`src/rtl/log2_pkg.sv`:
```
// Shared constants and the per-stage record for the log2/ln pipeline.
package log2_pkg;

  localparam int LN2_Q16   = 45426;   // ln(2) in Q0.16
  localparam int LN2_SHIFT = 16;

  localparam int DEF_IN_WIDTH  = 32;
  localparam int DEF_OUT_WIDTH = 16;
  localparam int DEF_FRAC_BITS = 10;
  localparam int DEF_LUT_BITS  = 6;
  localparam int DEF_CHANNELS  = 4;

  // Record widths cover the largest supported parameter set.
  localparam int STAGE_DATA_W = 32;
  localparam int STAGE_CHAN_W = 5;

  typedef struct packed {
    logic                    valid;
    logic [STAGE_CHAN_W-1:0] chan;
    logic                    mode;
    logic                    zero;
    logic [STAGE_DATA_W-1:0] data;
  } stage_t;

endpackage

```
`src/rtl/log2_lut.sv`:
```
// Fraction table: round(log2(1 + i/2^LUT_BITS) * 2^FRAC_BITS), built at elaboration.
module log2_lut #(
  parameter int LUT_BITS  = 6,
  parameter int FRAC_BITS = 10
) (
  input  logic [LUT_BITS-1:0] idx,
  output logic [FRAC_BITS:0]  frac
);

  localparam int SIZE = 2 ** LUT_BITS;
  localparam int PREC = 60;

  // Bit-serial log2 by repeated squaring on a 60-bit fixed-point mantissa;
  // one extra result bit is produced so the final step can round to nearest.
  function automatic logic [FRAC_BITS:0] entry(input int i);
    logic [127:0]         x;
    logic [FRAC_BITS+1:0] r;
    logic [FRAC_BITS+1:0] r_rnd;
    x = 128'(SIZE + i) << (PREC - LUT_BITS);
    r = '0;
    for (int b = 0; b <= FRAC_BITS; b++) begin
      x = (x * x) >> PREC;
      r = {r[FRAC_BITS:0], x[PREC+1]};
      if (x[PREC+1]) x = x >> 1;
    end
    r_rnd = r + 1'b1;
    entry = r_rnd[FRAC_BITS+1:1];
  endfunction

  logic [FRAC_BITS:0] lut_rom [SIZE];

  for (genvar g = 0; g < SIZE; g++) begin : g_entry
    localparam logic [FRAC_BITS:0] VAL = entry(g);
    assign lut_rom[g] = VAL;
  end

  assign frac = lut_rom[idx];

endmodule

```
`src/rtl/log2_pipe.sv`:
```
// Four-stage log2 / natural-log pipeline with channel tags and a zero-input flag.
module log2_pipe
  import log2_pkg::*;
#(
  parameter int IN_WIDTH  = DEF_IN_WIDTH,
  parameter int OUT_WIDTH = DEF_OUT_WIDTH,
  parameter int FRAC_BITS = DEF_FRAC_BITS,
  parameter int LUT_BITS  = DEF_LUT_BITS,
  parameter int CHANNELS  = DEF_CHANNELS
) (
  input  logic                        clk_in,
  input  logic                        rst_n_in,
  input  logic [IN_WIDTH-1:0]         filtered_data_in,
  input  logic [$clog2(CHANNELS)-1:0] filtered_chan_in,
  input  logic                        filtered_mode_in,
  input  logic                        filtered_valid_in,
  output logic                        filtered_ready_out,
  output logic [OUT_WIDTH-1:0]        log_data_out,
  output logic [$clog2(CHANNELS)-1:0] log_chan_out,
  output logic                        log_zero_out,
  output logic                        log_valid_out,
  input  logic                        log_ready_in
);

  localparam int CW = $clog2(CHANNELS);
  localparam int KW = $clog2(IN_WIDTH);
  localparam logic [OUT_WIDTH-1:0] SAT_MIN = {1'b1, {(OUT_WIDTH-1){1'b0}}};

  stage_t                  s1, s2, s3, s4;
  logic [KW-1:0]           s1_k, s2_k;
  logic                    advance;
  logic [KW-1:0]           lod_k;
  logic [IN_WIDTH-1:0]     mant;
  logic [LUT_BITS-1:0]     lut_idx;
  logic [FRAC_BITS:0]      lut_frac;
  logic [STAGE_DATA_W-1:0] log2_val;
  logic [63:0]             prod;
  logic [STAGE_DATA_W-1:0] s4_data;
  logic                    unused_bits;

  // Handshake: a word moves on a side only in a cycle where its valid and
  // ready are both high. The whole pipe advances as one whenever the output
  // register is empty or being taken, so a stall freezes every stage.
  assign advance            = !s4.valid || log_ready_in;
  assign filtered_ready_out = rst_n_in && advance;

  // S1: leading-one detect; lowest-to-highest scan leaves the top set bit.
  always_comb begin
    lod_k = '0;
    for (int i = 0; i < IN_WIDTH; i++) begin
      if (filtered_data_in[i]) lod_k = KW'(i);
    end
  end

  // S2: put the leading one at the MSB; the bits just below it index the LUT.
  assign mant    = s1.data[IN_WIDTH-1:0] << (KW'(IN_WIDTH - 1) - s1_k);
  assign lut_idx = mant[IN_WIDTH-2 -: LUT_BITS];

  log2_lut #(
    .LUT_BITS  (LUT_BITS),
    .FRAC_BITS (FRAC_BITS)
  ) u_lut (
    .idx  (s2.data[LUT_BITS-1:0]),
    .frac (lut_frac)
  );

  // S3: integer part from k, fraction from the table.
  assign log2_val = (STAGE_DATA_W'(s2_k) << FRAC_BITS) + STAGE_DATA_W'(lut_frac);

  // S4: optional scale by ln(2) with round-half-up, zero saturates.
  always_comb begin
    prod = 64'(s3.data) * 64'(LN2_Q16) + (64'd1 << (LN2_SHIFT - 1));
    if (s3.zero)      s4_data = STAGE_DATA_W'(SAT_MIN);
    else if (s3.mode) s4_data = prod[LN2_SHIFT +: STAGE_DATA_W];
    else              s4_data = s3.data;
  end

  always_ff @(posedge clk_in or negedge rst_n_in) begin
    if (!rst_n_in) begin
      s1   <= '0;
      s2   <= '0;
      s3   <= '0;
      s4   <= '0;
      s1_k <= '0;
      s2_k <= '0;
    end else if (advance) begin
      s1.valid <= filtered_valid_in;
      s1.chan  <= STAGE_CHAN_W'(filtered_chan_in);
      s1.mode  <= filtered_mode_in;
      s1.zero  <= (filtered_data_in == '0);
      s1.data  <= STAGE_DATA_W'(filtered_data_in);
      s1_k     <= lod_k;
      s2       <= s1;
      s2.data  <= STAGE_DATA_W'(lut_idx);
      s2_k     <= s1_k;
      s3       <= s2;
      s3.data  <= log2_val;
      s4       <= s3;
      s4.data  <= s4_data;
    end
  end

  assign log_valid_out = s4.valid;
  assign log_data_out  = s4.data[OUT_WIDTH-1:0];
  assign log_chan_out  = s4.chan[CW-1:0];
  assign log_zero_out  = s4.zero;

  assign unused_bits = ^{s1.data, mant, s2.data, s4, prod};

endmodule

```
`config.mk`:
```
export PLATFORM = sky130hd
export DESIGN_NAME = log2_pipe
export DESIGN_NICKNAME = d
export VERILOG_FILES = /design/src/rtl/log2_pkg.sv /design/src/rtl/log2_lut.sv /design/src/rtl/log2_pipe.sv
export SDC_FILE = /design/constraint.sdc
export NUM_CORES = 1
export LEC_CHECK = 0
export ABC_CLOCK_PERIOD_IN_PS = 7500
export CAP_MARGIN = 40
export CORE_AREA = 4 4 143 145
export CTS_CLUSTER_DIAMETER = 80
export DETAILED_ROUTE_END_ITERATION = 8
export DIE_AREA = 0 0 147 149
export PLACE_DENSITY = 0.84
export SYNTH_ARGS = -nofsm -noshare
export SYNTH_HDL_FRONTEND = slang
export SYNTH_HIERARCHICAL = 1
export SYNTH_SLANG_ARGS = --single-unit
```
`constraint.sdc`:
```
create_clock -name clk_in -period 7.5 [get_ports clk_in]
set_clock_uncertainty 0.2 [all_clocks]
set_input_delay 1.5 -clock clk_in [delete_from_list [all_inputs] [get_ports clk_in]]
set_output_delay 1.5 -clock clk_in [all_outputs]
set_load 0.005 [all_outputs]
```
==> results of run 1 <==
[worst max-delay path by stage]
stage               slack, ps  depth (start not counted)               end
floorplan                1120                         19  log_data_out[15]
global placement          730                         19  log_data_out[15]
detailed placement        600                         19  log_data_out[15]
CTS                       570                         19  log_data_out[15]
global route              160                         23  log_data_out[15]
finish                    520                         19  log_data_out[15]
[cells in the final DEF (no fill, tap or decap), types with 4 or more instances in the layout]
master,netlist,routed
clkdlybuf4s50_1,0,58
buf_16,0,4
o21ai_0,57,57
nand3_1,18,18
xor2_1,12,12
a211o_1,5,5
and2_1,10,10
ha_1,129,129
buf_4,2,11
nand2b_1,11,10
nand2_1,202,202
nor2_1,57,57
or3_1,11,11
fa_1,73,73
nor3b_1,4,4
nor4_1,11,11
a22o_1,13,13
nor2b_1,10,9
o211a_1,5,5
o21bai_1,6,6
clkbuf_16,0,9
mux2_2,5,5
and4_1,6,6
o31ai_1,9,9
nor3_1,14,14
o21ai_1,5,5
mux2i_1,34,34
o221ai_1,4,4
dfrtp_1,98,98
o211ai_1,10,10
a21oi_1,41,41
a21o_1,9,9
mux4_2,21,21
xnor2_1,21,21
a211oi_1,9,9
inv_1,115,115
a31oi_1,13,13
[through the flow]
step                cell area [µm²]  hold WS (ps)  worst slack, ps  cells
finish                        11930         270.7            520.4   1473
global placement              11490         244.4            728.3   1453
floorplan                     10780         230.0             1124   1180
detailed placement            11620         256.5            596.9   1458
CTS                           11930         274.5            573.5   1473
global route                  11930         301.3            157.8   1473
[sequential cells by signal (all words and copies together) (netlist names)]
name and cells:
log_valid_out 1, s2 11, log_zero_out 1, log_data_out 16
s1_k 5, s1 36, log_chan_out 2, s2_k 5
s3 21
[per-layer routing]
metal | vias to the layer above | part of all wire
met5 | - | 0
met4 | 0 | 0.018
met3 | 37 | 0.049
met2 | 251 | 0.49
met1 | 4257 | 0.45
li1 | 4154 | -
[cell families after synthesis]
| kind of cell | synth area share |
|---|---|
| muxes | 0.08068 |
| adders and majority gates | 0.2853 |
| AOI/OAI and AO/OA | 0.1459 |
| DFF | 0.2275 |
| and+or+nand+nor | 0.1646 |
| buffers and inverters | 0.06721 |
| other | 0.0003479 |
| xor gates and xnor gates | 0.02833 |
[cell type report]
class                      instances  area [µm²]
timing repair buffer              74       788.3
sequential                        98        2452
multi-input combinational        905        7611
clock buffer                       9       225.2
inverter                         116       435.4
tap                              265       331.6
fill                            1565        7279
clock inverter                     6       83.83
[worst reg2reg max path: cells and delay by family, from the launching register on]
kind | cells | cell delay [ps]
and+or+nand+nor | 4 | 1100
adders and majority gates | 7 | 3030
AOI/OAI and AO/OA | 5 | 1510
buffers and inverters | 2 | 250
xor gates and xnor gates | 1 | 250
DFF | 1 | 550
==> impl_metrics.csv, run 1 <==
group,metric,value,unit
floorplan,dieHeight,149,µm
clocking,htreeDepth,3,
synthesis,syn_area,0.01078,mm²
timing,setup_viol,0,
job,maxCapViolations,0,
clocking,postCtsHoldBufs,0,
synthesis,synth_top_area_cell,"dfrtp_1",
placement,numPortBuffers,59,
worst_setup_path,max_stage_delay,550,ps
global_route,grt_pass1_wl,44080,µm
worst_setup_path,critPathMaxFanout,7,
synthesis,synth.top_cells.by_count,"nand2_1 (202), ha_1 (129), inv_1 (115), dfrtp_1 (98), fa_1 (73)",
worst_setup_path,cp.arrival,7040,ps
worst_setup_path,slowest_stage,"dfrtp_1",
synthesis,yosys_warnings,6,
routing,finalWirelength,26480,µm
placement,dp.final_hpwl,20350,µm
timing,slew_headroom,0.4154,
floorplan,die_w,147,µm
synthesis,avgSynthCellArea,9.134,µm²
clocking,cts_resized,0,
worst_setup_path,startpoint_type,"register",
routing,viasPerCell,5.906,
timing,grt_setup_unrepaired,"false",
worst_setup_path,path_cells,"inv_1 > fa_1 > fa_1 > inv_1 > ha_1 > fa_1 > fa_1 > ha_1 > ha_1 > a211o_1 > a311oi_4 > a31o_2 > xnor2_1 > o211a_1 > and4bb_1 > nand4_2 > or4_4 > a21oi_2 > and3b_1",
global_route,grt_pass1_vias,8747,
synthesis,synthArstFlopShare,1.000,
global_route,use_met1,0.3424,
final_layout,syn_to_final_growth,10.67,%
synthesis,synth_most_common_cell,"nand2_1",
global_route,grt_busiest_layer,"met2",
worst_setup_path,reg2reg_slack,520,ps
floorplan,initial_core_util,0.5611,
timing,worstMarginPinSlew,877.0,ps
worst_setup_path,r2r_start,"s3[9]",
timing,timing.final.crit_share,0.9306,
synthesis,synth.ff_latch_count,98,
routing,final_antenna_net_count,0,
worst_setup_path,crit_top_cell,"fa_1",
worst_hold_path,min_path_cells,2,
routing,drt_iter0_markers,672,
worst_setup_path,critPathRequiredTime,7560,ps
worst_setup_path,cpLargestDelayFamily,"adder cells",
synthesis,seq_area_frac_synth,0.2275,
worst_hold_path,hold_path_class,"register to register",
worst_setup_path,critical_path.startpoint,"s3[9]",
clocking,cts_tree,"done",
worst_setup_path,cp-end-kind,"register",
global_route,use_met2,0.4146,
clocking,insertion_delay,360,ps
floorplan,die_area,0.02190,mm²
placement,gp_congestion,0.9097,
global_route,grt_max_degree,86,
synthesis,netlist_instances,1180,
synthesis,synth_fp_nets,1421,
floorplan,coreArea,0.01921,mm²
timing,min_period,6980,ps
synthesis,ys.flop_type,"dfrtp_1",
final_layout,nets,1445,
final_layout,diodes,0,
floorplan,std_cell_rows,51,
global_route,use_met3,0.03889,
timing,finalHoldViolations,0,
clocking,post_cts_buffers,0,
worst_setup_path,reg2regPathDepth,19,
timing,fin_setup_tns,0,ps
synthesis,synth_edf_count,0,
global_route,grt_usage,0.2480,
synthesis,synthTopCellsByArea,"dfrtp_1 (23%), ha_1 (15%), fa_1 (14%), nand2_1 (7.0%), mux4_2 (4.4%)",
worst_hold_path,whs_endpoint,"s2[33]",
clocking,clockBufferDepth,2,
clocking,cts-root-buf,"clkbuf_16",
timing,clock.fmax,143.3,MHz
routing,drc,0,
outcome,status,"complete, no violations",
clocking,numCtsBuffers,9,
final_layout,fin_util,0.6210,
routing,firstDrtPassIters,5,
timing,maxSlewViolCount,0,
final_layout,drive_gt1_frac,0.06623,
clocking,path_clk_slew,80,ps
global_route,grt.overflow.total,0,
routing,via_count,8699,
worst_setup_path,r2r_end,"log_data_out[15]",
worst_hold_path,min_from,"s2[33]",
floorplan,io-pin-count,60,
clocking,cts.sinks,98,
synthesis,synth.distinct_cells,90,
worst_setup_path,crit_buf_inv,2,
routing,wire_per_inst,17.98,µm
global_route,grt_antenna_before_repair,0,
worst_setup_path,crit_type,"register to register",
synthesis,yosys.area.top_type_share,0.2275,
Power of run 1 is left out: the tool's default activity adds up to more than one toggle a clock period on the data nets, which glitch-free logic cannot reach.
==> run 2, diff against run 1 <==
--- a/config.mk
+++ b/config.mk
@@ -5,12 +5,13 @@
 export SDC_FILE = /design/constraint.sdc
 export NUM_CORES = 1
 export LEC_CHECK = 0
+export ABC_AREA = 1
 export ABC_CLOCK_PERIOD_IN_PS = 7500
 export CAP_MARGIN = 40
-export CORE_AREA = 4 4 143 145
+export CORE_AREA = 4 4 142 144
 export CTS_CLUSTER_DIAMETER = 80
 export DETAILED_ROUTE_END_ITERATION = 8
-export DIE_AREA = 0 0 147 149
+export DIE_AREA = 0 0 146 148
 export PLACE_DENSITY = 0.84
 export SYNTH_ARGS = -nofsm -noshare
 export SYNTH_HDL_FRONTEND = slang
==> impl_metrics.csv, run 2 <==
group,metric,value,unit
outcome,status,"complete, no violations",
synthesis,netlist_instances,1371,
synthesis,yosys.area.top_type_share,0.2308,
placement,dp.cells,1620,
worst_hold_path,whs_endpoint,"log_valid_out",
worst_setup_path,r2r_end,"log_data_out[13]",
routing,wire_per_inst,15.72,µm
global_route,grt_usage,0.2391,
routing,drt_iter0_markers,507,
clocking,post_cts_buffers,0,
global_route,grt_max_degree,80,
floorplan,die_area,0.02161,mm²
floorplan,coreArea,0.01871,mm²
timing,slew_headroom,0.3877,
synthesis,synth_xor_area_frac,0.02696,
synthesis,synth.top_cells.by_count,"nand2_1 (371), inv_1 (181), ha_1 (129), o21ai_0 (112), dfrtp_1 (98)",
synthesis,synth.distinct_cells,61,
clocking,numCtsBuffers,9,
final_layout,drive_gt1_frac,0.05278,
clocking,insertion_delay,350,ps
floorplan,die_w,146,µm
worst_setup_path,r2r_start,"s3[7]",
worst_setup_path,startpoint_type,"register",
synthesis,synth_fp_nets,1612,
global_route,grt_antenna_before_repair,0,
clocking,htreeDepth,3,
placement,gp_congestion,0.9558,
timing,min_period,6555,ps
routing,viasPerCell,5.540,
placement,dp.final_hpwl,20300,µm
worst_setup_path,cp-end-kind,"register",
global_route,use_met1,0.3181,
final_layout,largest-register,"s1",
synthesis,synth_top_area_cell,"dfrtp_1",
timing,maxSlewViolCount,0,
global_route,grt_pass1_vias,8796,
global_route,use_met2,0.4140,
floorplan,std_cell_rows,50,
synthesis,synth.ff_latch_count,98,
placement,numPortBuffers,59,
timing,finalHoldViolations,0,
synthesis,synth_top_family_by_area,"adder cells",
synthesis,synthArstFlopShare,1.000,
timing,timing.final.crit_share,0.8740,
final_layout,fill_cells,1615,
worst_setup_path,reg2reg_slack,940,ps
clocking,path_clk_slew,80,ps
worst_hold_path,min_from,"s3[39]",
synthesis,seq_area_frac_synth,0.2308,
worst_setup_path,crit_type,"register to register",
job,maxCapViolations,0,
synthesis,synth_compound_area_frac,0.1187,
final_layout,final_common_cell,"nand2_1",
global_route,grt_busiest_layer,"met2",
clocking,cts.sinks,98,
clocking,cts-root-buf,"clkbuf_16",
routing,via_count,9064,
worst_setup_path,critPathMaxFanout,6,
global_route,grt_pass1_wl,42570,µm
timing,setup_viol,0,
synthesis,syn_area,0.01063,mm²
synthesis,yosys.area_share.simple,0.2287,
timing,grt_setup_unrepaired,"false",
timing,clock.fmax,152.6,MHz
synthesis,avgSynthCellArea,7.752,µm²
worst_setup_path,reg2regPathDepth,27,
synthesis,synthAdderAreaFrac,0.2894,
final_layout,nets,1638,
global_route,grt.overflow.total,0,
synthesis,yosys_warnings,6,
clocking,postCtsHoldBufs,0,
routing,finalWirelength,25720,µm
worst_setup_path,cp.arrival,6600,ps
final_layout,largest_register_ffs,36,
synthesis,synth_mux_area_frac,0.01224,
final_layout,syn_to_final_growth,9.171,%
routing,drc,0,
final_layout,diodes,0,
synthesis,synth_edf_count,0,
worst_setup_path,critPathRequiredTime,7550,ps
timing,fin_setup_tns,0,ps
floorplan,dieHeight,148,µm
routing,final_antenna_net_count,0,
clocking,cts_resized,0,
worst_hold_path,min_path_cells,2,
routing,firstDrtPassIters,5,
global_route,use_met3,0.02820,
synthesis,ys.flop_type,"dfrtp_1",
clocking,cts_tree,"done",
worst_hold_path,hold_path_class,"register to register",
final_layout,mostFrequentLayoutCells,"nand2_1 (371), inv_1 (181), ha_1 (129)",
synthesis,synth_most_common_cell,"nand2_1",
final_layout,final_cells,1636,
floorplan,io-pin-count,60,
clocking,clockBufferDepth,2,
floorplan,initial_core_util,0.5682,
synthesis,synthTopCellsByArea,"dfrtp_1 (23%), ha_1 (15%), fa_1 (14%), nand2_1 (13%), inv_1 (6.4%)",
timing,worstMarginPinSlew,918.5,ps
[run 2: cell types whose count changed in the layout (fill, tap and decap cells not counted), moves of 49 or more]
cell	delta
nand2_1	+169
nand3_1	+49
inv_1	+66
o21ai_0	+55
[run 2: stage by stage]
step	area, µm²	hold slack, ps	setup slack [ps]	util
2_1_floorplan	10630	219.8	1770	-
3_3_place_gp	11280	231.9	1088	0.6029
3_5_place_dp	11300	233.8	998.5	0.6039
4_1_cts	11600	266.9	965.6	0.6203
5_1_grt	11600	293.6	561.0	0.6203
6_report	11600	265.1	944.8	0.6203
[run 2: cell families after synthesis]
logic type                 count (synthesis)
adders and majority gates                202
and+or+nand+nor                          570
AOI/OAI and AO/OA                        220
buffers and inverters                    239
DFF                                       98
xor gates and xnor gates                  28
other                                      1
muxes                                     13
[run 2: critical path, stage by stage, from the launching register on]
cell and delay (ps):
dfrtp_1 610, inv_1 270, fa_1 550, fa_1 560
inv_1 60, ha_1 270, inv_1 50, fa_1 470
inv_1 50, fa_1 420, ha_1 310, ha_1 350
a21oi_1 220, o21ai_1 110, a21oi_2 220, inv_2 70
a21oi_4 200, xor2_1 260, ha_1 240, nand3_2 140
inv_2 110, nand2_2 60, nor2_2 150, nand3_1 120
xor2_1 190, nand2_1 70, nand2_1 80, nand2_1 50
[run 2: area by class of cell]
type / instances / area [µm²] / share of cell area
multi-input cells: 1034 / 7196 / 0.6202
flip-flops and latches: 98 / 2452 / 0.2114
inverters: 190 / 718.2 / 0.06190
repair buffers: 64 / 638.1 / 0.05500
well taps: 234 / 292.8 / 0.02523
clock buffers: 9 / 225.2 / 0.01941
clock inverters: 7 / 80.08 / 0.006902
[run 2: worst max path at each step]
| stage | start | endpoint | cells past startpoint |
|---|---|---|---|
| after floorplan | s3[8] | log_data_out[13] | 25 |
| after global placement | s3[7] | log_data_out[8] | 27 |
| after detailed placement | s3[7] | log_data_out[13] | 27 |
| after CTS | s3[7] | log_data_out[13] | 27 |
| after global routing | s3[7] | log_data_out[13] | 27 |
| final | s3[7] | log_data_out[13] | 27 |
[run 2: metal layers]
layer / vias to the layer above / share of wire
li1: 4486 / -
met1: 4252 / 0.44
met2: 272 / 0.49
met3: 54 / 0.043
met4: 0 / 0.025
met5: - / 0
Power of run 2 is left out for the same reason.
